## src/rtl/seg_pkg.sv

```systemverilog
// Shared constants for the seven-segment scan controller.
// HEX_SEG holds the active-high gfedcba pattern for each hex nibble.
package seg_pkg;

  localparam int unsigned DIGITS_DEF = 8;
  localparam int unsigned DIV_DEF    = 100000;
  localparam int unsigned GUARD_DEF  = 2;

  localparam logic [6:0] HEX_SEG [16] = '{
    7'h3F, 7'h06, 7'h5B, 7'h4F, 7'h66, 7'h6D, 7'h7D, 7'h07,
    7'h7F, 7'h6F, 7'h77, 7'h7C, 7'h39, 7'h5E, 7'h79, 7'h71
  };

endpackage

```

## src/rtl/seg7_decode.sv

```systemverilog
// Combinational hex nibble to active-high gfedcba segment decoder.
module seg7_decode
  import seg_pkg::*;
(
  input  logic [3:0] nib,
  output logic [6:0] seg_c
);

  assign seg_c = HEX_SEG[nib];

endmodule

```

## src/rtl/seg_scan_ctrl.sv

```systemverilog
// Multiplexed seven-segment scanner: per-frame input snapshot, leading-zero
// blanking, per-digit masking, anode guard time and registered SEG/AN.
module seg_scan_ctrl
  import seg_pkg::*;
#(
  parameter int unsigned DIGITS     = DIGITS_DEF,
  parameter int unsigned DIV        = DIV_DEF,
  parameter int unsigned GUARD      = GUARD_DEF,
  parameter int unsigned ACTIVE_LOW = 1
) (
  input  logic                  clk,
  input  logic                  clr,
  input  logic [4*DIGITS-1:0]   data,
  input  logic [DIGITS-1:0]     dp,
  input  logic [DIGITS-1:0]     en_mask,
  input  logic                  blank_lz,
  input  logic                  freeze,
  output logic [7:0]            SEG,
  output logic [DIGITS-1:0]     AN,
  output logic                  frame
);

  localparam int unsigned CW = $clog2(DIV);
  localparam int unsigned IW = (DIGITS > 1) ? $clog2(DIGITS) : 1;
  localparam logic        POL = (ACTIVE_LOW != 0);
  localparam logic [7:0]        SEG_OFF = {8{POL}};
  localparam logic [DIGITS-1:0] AN_OFF  = {DIGITS{POL}};

  logic [CW-1:0]       cnt;
  logic [IW-1:0]       idx;
  logic                load_pending;
  logic [4*DIGITS-1:0] snap_data;
  logic [DIGITS-1:0]   snap_dp;
  logic [DIGITS-1:0]   snap_en;
  logic                snap_blz;

  logic                tick_c;
  logic                wrap_c;
  logic                in_guard_c;
  logic                blank_c;
  logic                lit_c;
  logic [3:0]          nib_c;
  logic [6:0]          hex_c;
  logic [7:0]          seg_nxt_c;
  logic [DIGITS-1:0]   an_nxt_c;

  assign tick_c = (cnt == CW'(DIV - 1));
  assign wrap_c = tick_c && (idx == IW'(DIGITS - 1));

  // Prescaler and digit index; a reset abandons the scan and restarts at slot 0.
  always_ff @(posedge clk or negedge clr) begin
    if (!clr) begin
      cnt <= '0;
      idx <= '0;
    end else begin
      cnt <= tick_c ? '0 : cnt + CW'(1);
      if (tick_c) begin
        idx <= wrap_c ? '0 : idx + IW'(1);
      end
    end
  end

  // Snapshot reloads on each frame unless frozen; the first edge after reset always loads.
  always_ff @(posedge clk or negedge clr) begin
    if (!clr) begin
      load_pending <= 1'b1;
      snap_data    <= '0;
      snap_dp      <= '0;
      snap_en      <= '0;
      snap_blz     <= 1'b0;
    end else begin
      load_pending <= 1'b0;
      if (load_pending || (wrap_c && !freeze)) begin
        snap_data <= data;
        snap_dp   <= dp;
        snap_en   <= en_mask;
        snap_blz  <= blank_lz;
      end
    end
  end

  if (GUARD == 0) begin : g_no_guard
    assign in_guard_c = 1'b0;
  end else begin : g_guard
    assign in_guard_c = (cnt < CW'(GUARD));
  end

  // Digit idx is a leading zero when it and every more significant nibble are zero.
  assign blank_c = snap_blz && (idx != '0) && ((snap_data >> {idx, 2'b00}) == '0);
  assign nib_c   = 4'(snap_data >> {idx, 2'b00});
  assign lit_c   = snap_en[idx] && !blank_c && !in_guard_c;

  seg7_decode u_decode (
    .nib   (nib_c),
    .seg_c (hex_c)
  );

  assign seg_nxt_c = lit_c ? {snap_dp[idx], hex_c} : 8'h00;
  assign an_nxt_c  = lit_c ? (DIGITS'(1) << idx) : '0;

  // XOR with the off pattern applies output polarity.
  always_ff @(posedge clk or negedge clr) begin
    if (!clr) begin
      SEG   <= SEG_OFF;
      AN    <= AN_OFF;
      frame <= 1'b0;
    end else begin
      SEG   <= seg_nxt_c ^ SEG_OFF;
      AN    <= an_nxt_c ^ AN_OFF;
      frame <= wrap_c;
    end
  end

endmodule

```

## config.mk

```make
export PLATFORM = sky130hd
export DESIGN_NAME = seg_scan_ctrl
export DESIGN_NICKNAME = d
export VERILOG_FILES = /design/src/rtl/seg_pkg.sv /design/src/rtl/seg7_decode.sv /design/src/rtl/seg_scan_ctrl.sv
export SDC_FILE = /design/constraint.sdc
export NUM_CORES = 1
export LEC_CHECK = 0
export BUFFER_PORTS_ARGS = -buffer_cell sky130_fd_sc_hd__buf_2
export CORE_MARGIN = 2
export CORE_UTILIZATION = 57
export CTS_CLUSTER_DIAMETER = 200
export DETAILED_ROUTE_END_ITERATION = 16
export GPL_ROUTABILITY_DRIVEN = 0
export PLACE_DENSITY = 0.8
export SYNTH_ARGS = -nofsm -noshare
export SYNTH_HDL_FRONTEND = slang
export SYNTH_SLANG_ARGS = --single-unit
```

## constraint.sdc

```tcl
create_clock -name clk -period 3.4 [get_ports clk]
set_input_delay 0.17 -clock clk [delete_from_list [all_inputs] [get_ports clk]]
set_output_delay 0.17 -clock clk [all_outputs]
set_load 0.005 [all_outputs]
```

==> metrics.csv <==
stage,metric,value,unit
floorplan,die_y,91.2,um
cells_and_area,num_antenna_cells,0,
power,p_int,0.00167,W
cts,cts_tree,yes,
synth,synth_edf_count,0,
placement,numPortBuffers,68,
cts,root_buffer,clkbuf_8,
cells_and_area,syn2layout_area_growth,14.8,%
sta,fin_crit,2890,ps
sta,fmax,345,MHz
synth,netlist_area,0.00434,sq mm
power,p_sw_frac,0.246,
power,total_leakage_power,2.19,nW
setup_path,required,3680,ps
floorplan,num_rows,31,
setup_path,arrival,3170,ps
setup_path,timing.rr.end,SEG[7],
power,combPwrFrac,0.135,
setup_path,path_max_fanout,16,
cts,worst_skew_pair.late_latency,360,ps
drt,drcViolationCount,0,
cts,holdBufCountCts,0,
floorplan,start_util,0.595,
global_route,grt.total_usage,0.217,
cells_and_area,n_fill_cell,530,
cts,post-cts-setup-buffers,0,
sta,worst_pin_slew,1030,ps
setup_path,ff2ff_setup_slack,510,ps
cts,max-clock-path-buffers,2,
setup_path,slowest_stage,dfrtp_1,
global_route,overflow,0,
synth,synth_top_cell_by_area,dfrtp_1,
sta,finalSetupViolations,0,
outcome,violations,hold timing,
power,pwr-share-clk,0.331,
setup_path,path_cells,"buf_4, mux4_2, mux2i_1, buf_4, ha_1, nand3_1, a221oi_1, a211oi_4, o21ai_0",
setup_path,r2r_cells,9,
drt,drt-vias-per-instance,5.60,
synth,ys_seq_elements,87,
global_route,grt_pass1_wl,14.4,mm
floorplan,die-area,0.00832,sq mm
power,ir_drop,0.241,mV
drt,vias,2829,
outcome,status,finished with violations,
setup_path,endpoint_kind,register,
floorplan,dieWidth,91.2,um
cells_and_area,fin_nets,465,
floorplan,ios,69,
cts,cts.sinks,87,
flow_run,drv_cap,0,
synth,yosysSeqAreaShare,0.507,
power,power,0.00221,W
synth,yosys-top-cells-area,"dfrtp_1 40%, mux2_2 10%, dfstp_2 10%",
min_path,hold_path_class,input port to async pin,
sta,period_share,0.851,
cells_and_area,area.sequential,0.00220,sq mm
synth,syn_avg_cell_area,13.2,sq um
synth,async_flop_share,1.00,
cts,htree_levels,3,
cells_and_area,drive_gt1_frac,0.453,
drt,wl_per_cell,16.6,um
global_route,grt_antenna_before_repair,0,
cells_and_area,multi_input_area,0.00201,sq mm
global_route,grt_max_degree,88,
synth,synthFlopType,dfrtp_1,
setup_path,crit_path_max_incr_delay,610,ps
sta,skew,11.4,ps
sta,hold_viol,8,
sta,rsz0062_at_grt,false,
sta,whs,-10.4,ps
setup_path,critPathMostFrequentCell,buf_4,
synth,yosysMostFrequentCell,dfrtp_1,
synth,synthTopCellsByCount,"70 x dfrtp_1, 40 x mux2_2, 19 x nor2_1",
setup_path,crit_path_start_kind,register,
synth,syn-instance-count,329,
global_route,grt_pass1_vias,2921,
sta,relSlewSlack,0.313,
drt,drtAntennaViolNets,0,
power,switchingPower,0.000545,W
drt,dr.pass1.iters,4,
drt,drt_iter0_markers,183,
drt,routed_wl,8.37,mm
power,powerDensity,444,mW/mm^2
setup_path,r2r_start,idx[0],
sta,report.final.slew_viol_count,0,
cts,clkTransAtPathRegs,80,ps
cts,post_cts_resized,0,
synth,ys_types,58,
placement,hpwlAfterDp,5.97,mm
synth,synth.top_cell.area_share,0.404,
setup_path,worstSetupPathType,register to register,
synth,mappedNetlistNets,393,
cts,cts_buffers,9,
power,p_seq_frac,0.534,
floorplan,coreArea,0.00729,sq mm
sta,setup_tns,0,ps
synth,yosysWarnings,0,
registers in the layout (all words and copies together) (netlist names):
register      flops
load_pending      1
frame             1
idx               3
snap_dp           8
AN                8
snap_blz          1
SEG               8
cnt              17
snap_data        32
snap_en           8
worst max path at each step:
| stage | startpoint | to | slack (ps) |
|---|---|---|---|
| CTS | idx[0] | SEG[7] | 480 |
| global route | idx[0] | SEG[7] | 290 |
| global placement | idx[0] | AN[7] | 680 |
| detailed placement | idx[0] | SEG[7] | 510 |
| floorplan | idx[0] | SEG[0] | 740 |
| finish | idx[0] | SEG[7] | 510 |
logic make-up after synthesis:
logic type               share of synthesized area
buffers and inverters                       0.0329
flip-flops                                   0.507
AND/OR/NAND/NOR                             0.0946
AO/OA/AOI/OAI                               0.0707
multiplexers                                 0.229
XOR/XNOR                                    0.0303
adder cells (fa/ha/maj)                     0.0346
other                                     0.000864
per-stage QoR:
stage          utilization  cells  cell area [sq um]  setup WS [ps]
5_1_grt              0.683    505               4980            287
6_report             0.683    505               4980            505
2_1_floorplan            -    329               4340            742
3_3_place_gp         0.655    489               4780            678
3_5_place_dp         0.655    489               4780            507
4_1_cts              0.683    505               4980            476
placed cells by master, fill, tap and decap left out, drive strengths merged, types with 2 or more instances in the layout:
master	synthesis	final
nand2	15	15
a21oi	2	2
and2	3	3
a211oi	2	2
inv	8	8
a22oi	4	4
nor2b	2	2
a221oi	2	2
mux2	51	51
nor3	9	9
clkinv	1	2
o21ai	11	11
a31oi	3	3
nor2	19	19
nor4	9	9
o211ai	3	3
xnor2	8	8
o22ai	3	3
ha	12	12
buf	13	76
dfrtp	70	70
xor2	7	7
mux4	12	12
clkbuf	2	13
nand4	4	4
dfstp	17	17
nand3	11	11
mux2i	10	10
critical path: cells and delay by family, from the launching register on:
family / cells / cell delay [ps]
buf+inv: 2 / 430
fa+ha+maj: 1 / 180
compound gates: 3 / 860
simple gates: 1 / 80
mux: 2 / 650
flops: 1 / 610
layout make-up:
cell class | count | share of cell area
clock buffers | 13 | 0.0319
clock inverters | 3 | 0.00854
well taps | 99 | 0.0249
repair buffers | 76 | 0.0834
flip-flops and latches | 87 | 0.442
inverters | 9 | 0.00679
multi-input cells | 218 | 0.403
metal layers:
metal	part of all wire	GRT usage	vias up	wire length (um)
li1	-	-	1340	-
met1	0.46	0.322	1379	3870
met2	0.47	0.333	98	3970
met3	0.048	0.0282	12	398
met4	0.015	0.0795	0	128
met5	0	0	-	0
power groups by stage:
| stage | sequential (W) | clock, W | combinational, W |
|---|---|---|---|
| after floorplan | 0.00118 | 0 | 0.000200 |
| after global placement | 0.00120 | 0 | 0.000290 |
| after detailed placement | 0.00120 | 0 | 0.000300 |
| after CTS | 0.00118 | 0.000742 | 0.000302 |
| after global routing | 0.00119 | 0.000799 | 0.000329 |
| final | 0.00118 | 0.000732 | 0.000299 |
No activity file was read; power rests on OpenSTA's default activity.
